--- config.mk ---
export PLATFORM = sky130hd
export DESIGN_NAME = ccm_ctr_block_gen
export DESIGN_NICKNAME = d
export VERILOG_FILES = /design/src/rtl/ccm_ctr_block_gen.sv
export SDC_FILE = /design/constraint.sdc
export NUM_CORES = 1
export LEC_CHECK = 0
export BUFFER_PORTS_ARGS = -buffer_cell sky130_fd_sc_hd__buf_2
export CORE_MARGIN = 3
export CORE_UTILIZATION = 35
export CTS_CLUSTER_DIAMETER = 30
export CTS_CLUSTER_SIZE = 25
export DETAILED_ROUTE_END_ITERATION = 6
export GPL_TIMING_DRIVEN = 0
export PLACE_DENSITY_LB_ADDON = 0.1
export SETUP_SLACK_MARGIN = 0.2
export SLEW_MARGIN = 10
export SYNTH_ARGS = -nofsm -noshare
export SYNTH_HDL_FRONTEND = slang
export SYNTH_SLANG_ARGS = --single-unit
--- constraint.sdc ---
create_clock -name clk -period 1.8 [get_ports clk]
set_input_delay 0.45 -clock clk [delete_from_list [all_inputs] [get_ports clk]]
set_output_delay 0.45 -clock clk [all_outputs]
set_load 0.02 [all_outputs]
--- src/rtl/ccm_ctr_block_gen.sv ---
// ccm_ctr_block_gen: builds CCM counter blocks {flag, nonce, count} and hands them to the AES core
module ccm_ctr_block_gen #(
    parameter int WIDTH_NONCE = 100,
    parameter int WIDTH_FLAG  = 8,
    parameter int WIDTH_COUNT = 20,
    localparam int WIDTH_KEY  = WIDTH_NONCE + WIDTH_FLAG + WIDTH_COUNT
) (
    input  logic                   clk,
    input  logic                   reset,
    input  logic                   start,
    input  logic [WIDTH_NONCE-1:0] nonce,
    input  logic [WIDTH_FLAG-1:0]  flag,
    input  logic                   block_req,
    input  logic                   msg_last,
    input  logic                   aes_ready,
    output logic [WIDTH_KEY-1:0]   ctr_block,
    output logic                   ctr_valid,
    output logic                   ctr_is_s0,
    output logic                   busy,
    output logic                   done,
    output logic                   ctr_err
);
    typedef enum logic [2:0] {IDLE, S0_ISSUE, WAIT_REQ, ISSUE, DONE, ERR} state_t;
    state_t                 state, nxt;
    logic [WIDTH_NONCE-1:0] nonce_r;
    logic [WIDTH_FLAG-1:0]  flag_r;
    logic [WIDTH_COUNT-1:0] cnt;
    logic                   last_r, pend;
    logic                   xfer, go, serve, ovf, exhaust, issuing;
    assign ctr_block = {flag_r, nonce_r, cnt};
    assign xfer      = ctr_valid & aes_ready;
    assign go        = start & (state == IDLE || state == ERR);
    assign issuing   = state == S0_ISSUE || state == ISSUE;
    assign serve     = state == WAIT_REQ && (block_req || pend);
    assign ovf       = issuing & block_req & pend;
    assign exhaust   = serve && cnt == '0;
    // next-state selection; an overflowing request wins over a same-cycle transfer
    always_comb begin
        nxt = state;
        case (state)
            IDLE:     nxt = go ? S0_ISSUE : IDLE;
            S0_ISSUE: nxt = ovf ? ERR : xfer ? WAIT_REQ : S0_ISSUE;
            WAIT_REQ: nxt = exhaust ? ERR : serve ? ISSUE : WAIT_REQ;
            ISSUE:    nxt = ovf ? ERR : !xfer ? ISSUE : (last_r || msg_last) ? DONE : WAIT_REQ;
            DONE:     nxt = IDLE;
            ERR:      nxt = go ? S0_ISSUE : ERR;
            default:  nxt = IDLE;
        endcase
    end
    // state, registered status outputs, and message context
    always_ff @(posedge clk) begin
        if (reset) begin
            state     <= IDLE;
            ctr_valid <= 1'b0;
            ctr_is_s0 <= 1'b0;
            busy      <= 1'b0;
            done      <= 1'b0;
            ctr_err   <= 1'b0;
            nonce_r   <= '0;
            flag_r    <= '0;
            cnt       <= '0;
            last_r    <= 1'b0;
            pend      <= 1'b0;
        end else begin
            state     <= nxt;
            ctr_valid <= nxt == S0_ISSUE || nxt == ISSUE;
            ctr_is_s0 <= nxt == S0_ISSUE;
            busy      <= nxt != IDLE;
            done      <= nxt == DONE;
            if (go) begin
                nonce_r <= nonce;
                flag_r  <= flag;
                cnt     <= '0;
                last_r  <= 1'b0;
                pend    <= 1'b0;
                ctr_err <= 1'b0;
            end else begin
                if (xfer)
                    cnt <= state == S0_ISSUE ? WIDTH_COUNT'(1) : cnt + 1'b1;
                if (msg_last && state != IDLE)
                    last_r <= 1'b1;
                if (serve)
                    pend <= pend & block_req;
                else if (issuing && block_req)
                    pend <= 1'b1;
                if (ovf || exhaust)
                    ctr_err <= 1'b1;
            end
        end
    end
endmodule

==> flow_metrics.env <==
export IMPL_yosysMostFrequentCell="nand2_1"
export IMPL_synth_ff_type="dfxtp_1"
export IMPL_cts_buffers=17
export IMPL_post_place_ws_ns=-0.4643
export IMPL_synth_nets=761
export IMPL_drive_above_1_share=0.4196
export IMPL_grt_max_degree=17
export IMPL_fillers=1337
export IMPL_grt_ovfl_total=0
export IMPL_final_cells=1138
export IMPL_worstHoldPathType="in -> reg"
export IMPL_ir_drop_mv=0.5887
export IMPL_ios=247
export IMPL_cellPowerDensity_nw_per_um2=1006
export IMPL_period_needed_ns=1.749
export IMPL_port_buffers=246
export IMPL_synth_largest_area_cell="dfxtp_1"
export IMPL_timing_hold_ws_ns=0.2670
export IMPL_synthesis_instances=645
export IMPL_synth_adder_area_share=0.004846
export IMPL_yosysWarnings=0
export IMPL_worst_path_max_fanout=6
export IMPL_worstPathCellList="ha_4 > nand3_4 > or3_4 > buf_8 > or4_1 > a21oi_1"
export IMPL_tightestPinTransition_ns=0.5196
export IMPL_syn_area_um2=5164
export IMPL_async_reset_ff_frac=0
export IMPL_p_leak_nw=3.619
export IMPL_clock_latency_ns=0.42
export IMPL_finalNetCount=1061
export IMPL_initial_core_util=0.3649
export IMPL_clk_pin_slew_worst_paths_ns=0.06
export IMPL_crit_required_ns=2.15
export IMPL_ff2ff_path_depth=6
export IMPL_dieArea_um2=16250
export IMPL_grt_first_pass_wirelength_um=25730
export IMPL_netlist_top_cells_count="228 x nand2_1, 138 x dfxtp_1, 119 x a21oi_1, 39 x clkbuf_1, 15 x nor2_1"
export IMPL_gp_congestion=0.7990
export IMPL_cts_tree="built"
export IMPL_cp_end_kind="register"
export IMPL_drcViolationCount=0
export IMPL_avgSynthCellArea_um2=8.006
export IMPL_critPathKind="reg -> reg"
export IMPL_cp_top_family="simple AND/OR/NAND/NOR gates"
export IMPL_vias_per_cell=4.840
export IMPL_r2r_setup_slack_ns=0.05
export IMPL_placedCellCount=1071
export IMPL_finalHoldViolations=0
export IMPL_worst_path_max_delay_cell="or4_1"
export IMPL_routedWlPerCell_um=14.67
export IMPL_antenna_cells=0
export IMPL_muxShareOfSynthArea=0
export IMPL_synth_compound_area_share=0.1565
export IMPL_maxCapViolCount=0
export IMPL_routed_wl_um=16690
export IMPL_startpoint_type="register"
export IMPL_hpwl_um=11920
export IMPL_final_antenna_net_count=0
export IMPL_synth_xor_area_frac=0.01866
export IMPL_ys_ff_latch=138
export IMPL_ys_top_cells_by_area="dfxtp_1 54%, nand2_1 17%, a21oi_1 12%, clkbuf_1 2.8%, xnor2_1 1.4%"
export IMPL_clockBufferDepth=2
export IMPL_fmax_ghz=0.5717
export IMPL_area_growth_synth_to_final_pct=54.59
export IMPL_final_setup_skew_ns=0.007089
export IMPL_crit_buf_inv=1
export IMPL_min_period_over_period=0.9717
export IMPL_std_cell_rows=43
export IMPL_utilization=0.5642
export IMPL_hold_start="flag[6]"
export IMPL_die_h_um=127.5
export IMPL_synth_top_family_by_area="simple AND/OR/NAND/NOR gates"
export IMPL_cts_sinks=138
export IMPL_synth_top_cell_area_share=0.5350
export IMPL_setup_ws_ns=0.05094
export IMPL_synth_simple_area_share=0.2421
export IMPL_min_delay_path_depth=3
export IMPL_setup_viol=0
export IMPL_slew_viol_final=0
export IMPL_slowest_delay_ns=0.46
export IMPL_cts_htree_levels=4
export IMPL_drtIter0Drc=154
export IMPL_die_w_um=127.5
export IMPL_synth_cell_types=45
export IMPL_r2r_end="cnt[14]$_SDFFE_PP0N_"
export IMPL_vias=5508
export IMPL_antenna_found_initial=1
export IMPL_maxSlewHeadroom=0.6536
export IMPL_synth_edf_count=0
export IMPL_multiInputGateArea_um2=2426
export IMPL_status="finished, final reports clean"
export IMPL_yosysSeqAreaShare=0.5350
export IMPL_hold_end="flag_r[6]$_SDFFE_PP0P_"
export IMPL_grt_pass1_vias=5265
export IMPL_crit_arrival_ns=2.09
export IMPL_seq_area_um2=2808
export IMPL_core_area_um2=14150
export IMPL_r2r_start="cnt[1]$_SDFFE_PP0N_"
export IMPL_dr_pass1_iters=4
export IMPL_root_buffer="clkbuf_16"
export IMPL_track_usage=0.1990
export IMPL_rsz0062_at_grt="true"
## cell usage in the layout (no fill, tap or decap), types with 5 or more instances in the layout
master / count
a21oi_1: 112
clkbuf_1: 15
dfxtp_1: 124
clkbuf_4: 6
buf_2: 249
a21oi_2: 7
dfxtp_4: 11
nand2_1: 226
nor2_1: 10
clkbuf_8: 7
clkbuf_16: 21
buf_8: 6
buf_4: 30
or4_1: 5
nor4_1: 6
clkbuf_2: 10
xnor2_1: 7
nand3_1: 5
o31ai_1: 5
inv_1: 8
## repair_timing
item | in CTS | in global routing
setup buffers | 27 | 3
gates resized for setup | 60 | 55
hold buffers | 0 | 0
pin swaps | 19 | 9
endpoints found under the setup margin | 135 | 135
cloned | 4 | 1
hold endpoints to repair | 0 | 0
## layout make-up
type                       instances  share of cell area
multi-input combinational        454              0.3039
inverter                           8            0.003762
sequential                       138              0.3517
timing repair buffer             281              0.1912
buffer                            45             0.04483
clock inverter                    10             0.01426
clock buffer                      22             0.06207
tap                              180             0.02821
## metal layers
| metal | part of all wire | GRT usage | wire length [um] |
|---|---|---|---|
| met1 | 0.38 | 0.2146 | 6326 |
| met2 | 0.50 | 0.3444 | 8363 |
| met3 | 0.090 | 0.08278 | 1498 |
| met4 | 0.029 | 0.08076 | 483 |
| met5 | 0.0011 | 0 | 18 |
## through the flow
step	instance area, um^2	TNS, ns	power (mW)
2_1_floorplan	5238	-0.02771	3.993
3_3_place_gp	6694	-28.72	4.413
3_5_place_dp	6694	-34.95	4.442
4_1_cts	7791	0	8.067
5_1_grt	7983	0	8.389
6_report	7983	0	8.033
## sequential cells by signal, indices dropped and copies added, names as in the netlist
signal	flops
busy	1
cnt	20
last_r	1
ctr_is_s0	1
ctr_valid	1
pend	1
ctr_err	1
done	1
flag_r	8
nonce_r	100
state	3
## worst reg2reg max path, delay by kind of cell, from the launching register on
family,cells,cell delay [ns]
buffers and inverters,1,0.14
AO/OA/AOI/OAI,1,0.14
AND/OR/NAND/NOR,3,0.88
adder cells (fa/ha/maj),1,0.15
flip-flops,1,0.38
## how the worst max path moves through the flow
stage | to | slack, ns | from | cells after the start
CTS | cnt[19]$_SDFFE_PP0N_ | 0.06 | cnt[5]$_SDFFE_PP0N_ | 5
global placement | nonce_r[42]$_SDFFE_PP0P_ | -0.41 | start | 7
global route | cnt[14]$_SDFFE_PP0N_ | 0.005 | cnt[1]$_SDFFE_PP0N_ | 6
floorplan | cnt[19]$_SDFFE_PP0N_ | -0.03 | aes_ready | 5
detailed placement | nonce_r[37]$_SDFFE_PP0P_ | -0.46 | start | 7
finish | cnt[14]$_SDFFE_PP0N_ | 0.05 | cnt[1]$_SDFFE_PP0N_ | 6
## kinds of logic (layout without fill, tap and decap cells)
group                      Yosys count  after routing
xor gates and xnor gates            11             11
buffers and inverters               53            366
AOI/OAI and AO/OA                  147            147
and+or+nand+nor                    294            294
DFF                                138            138
adders and majority gates            2              2
## power breakdown
group | internal [mW] | switching [mW] | leakage (nW)
clock network | 2.23 | 1.29 | 0.289
logic | 0.486 | 0.725 | 2.19
registers | 3.22 | 0.0865 | 1.14
total | 5.93 | 2.10 | 3.62
No activity file was read; power rests on OpenSTA's default activity.
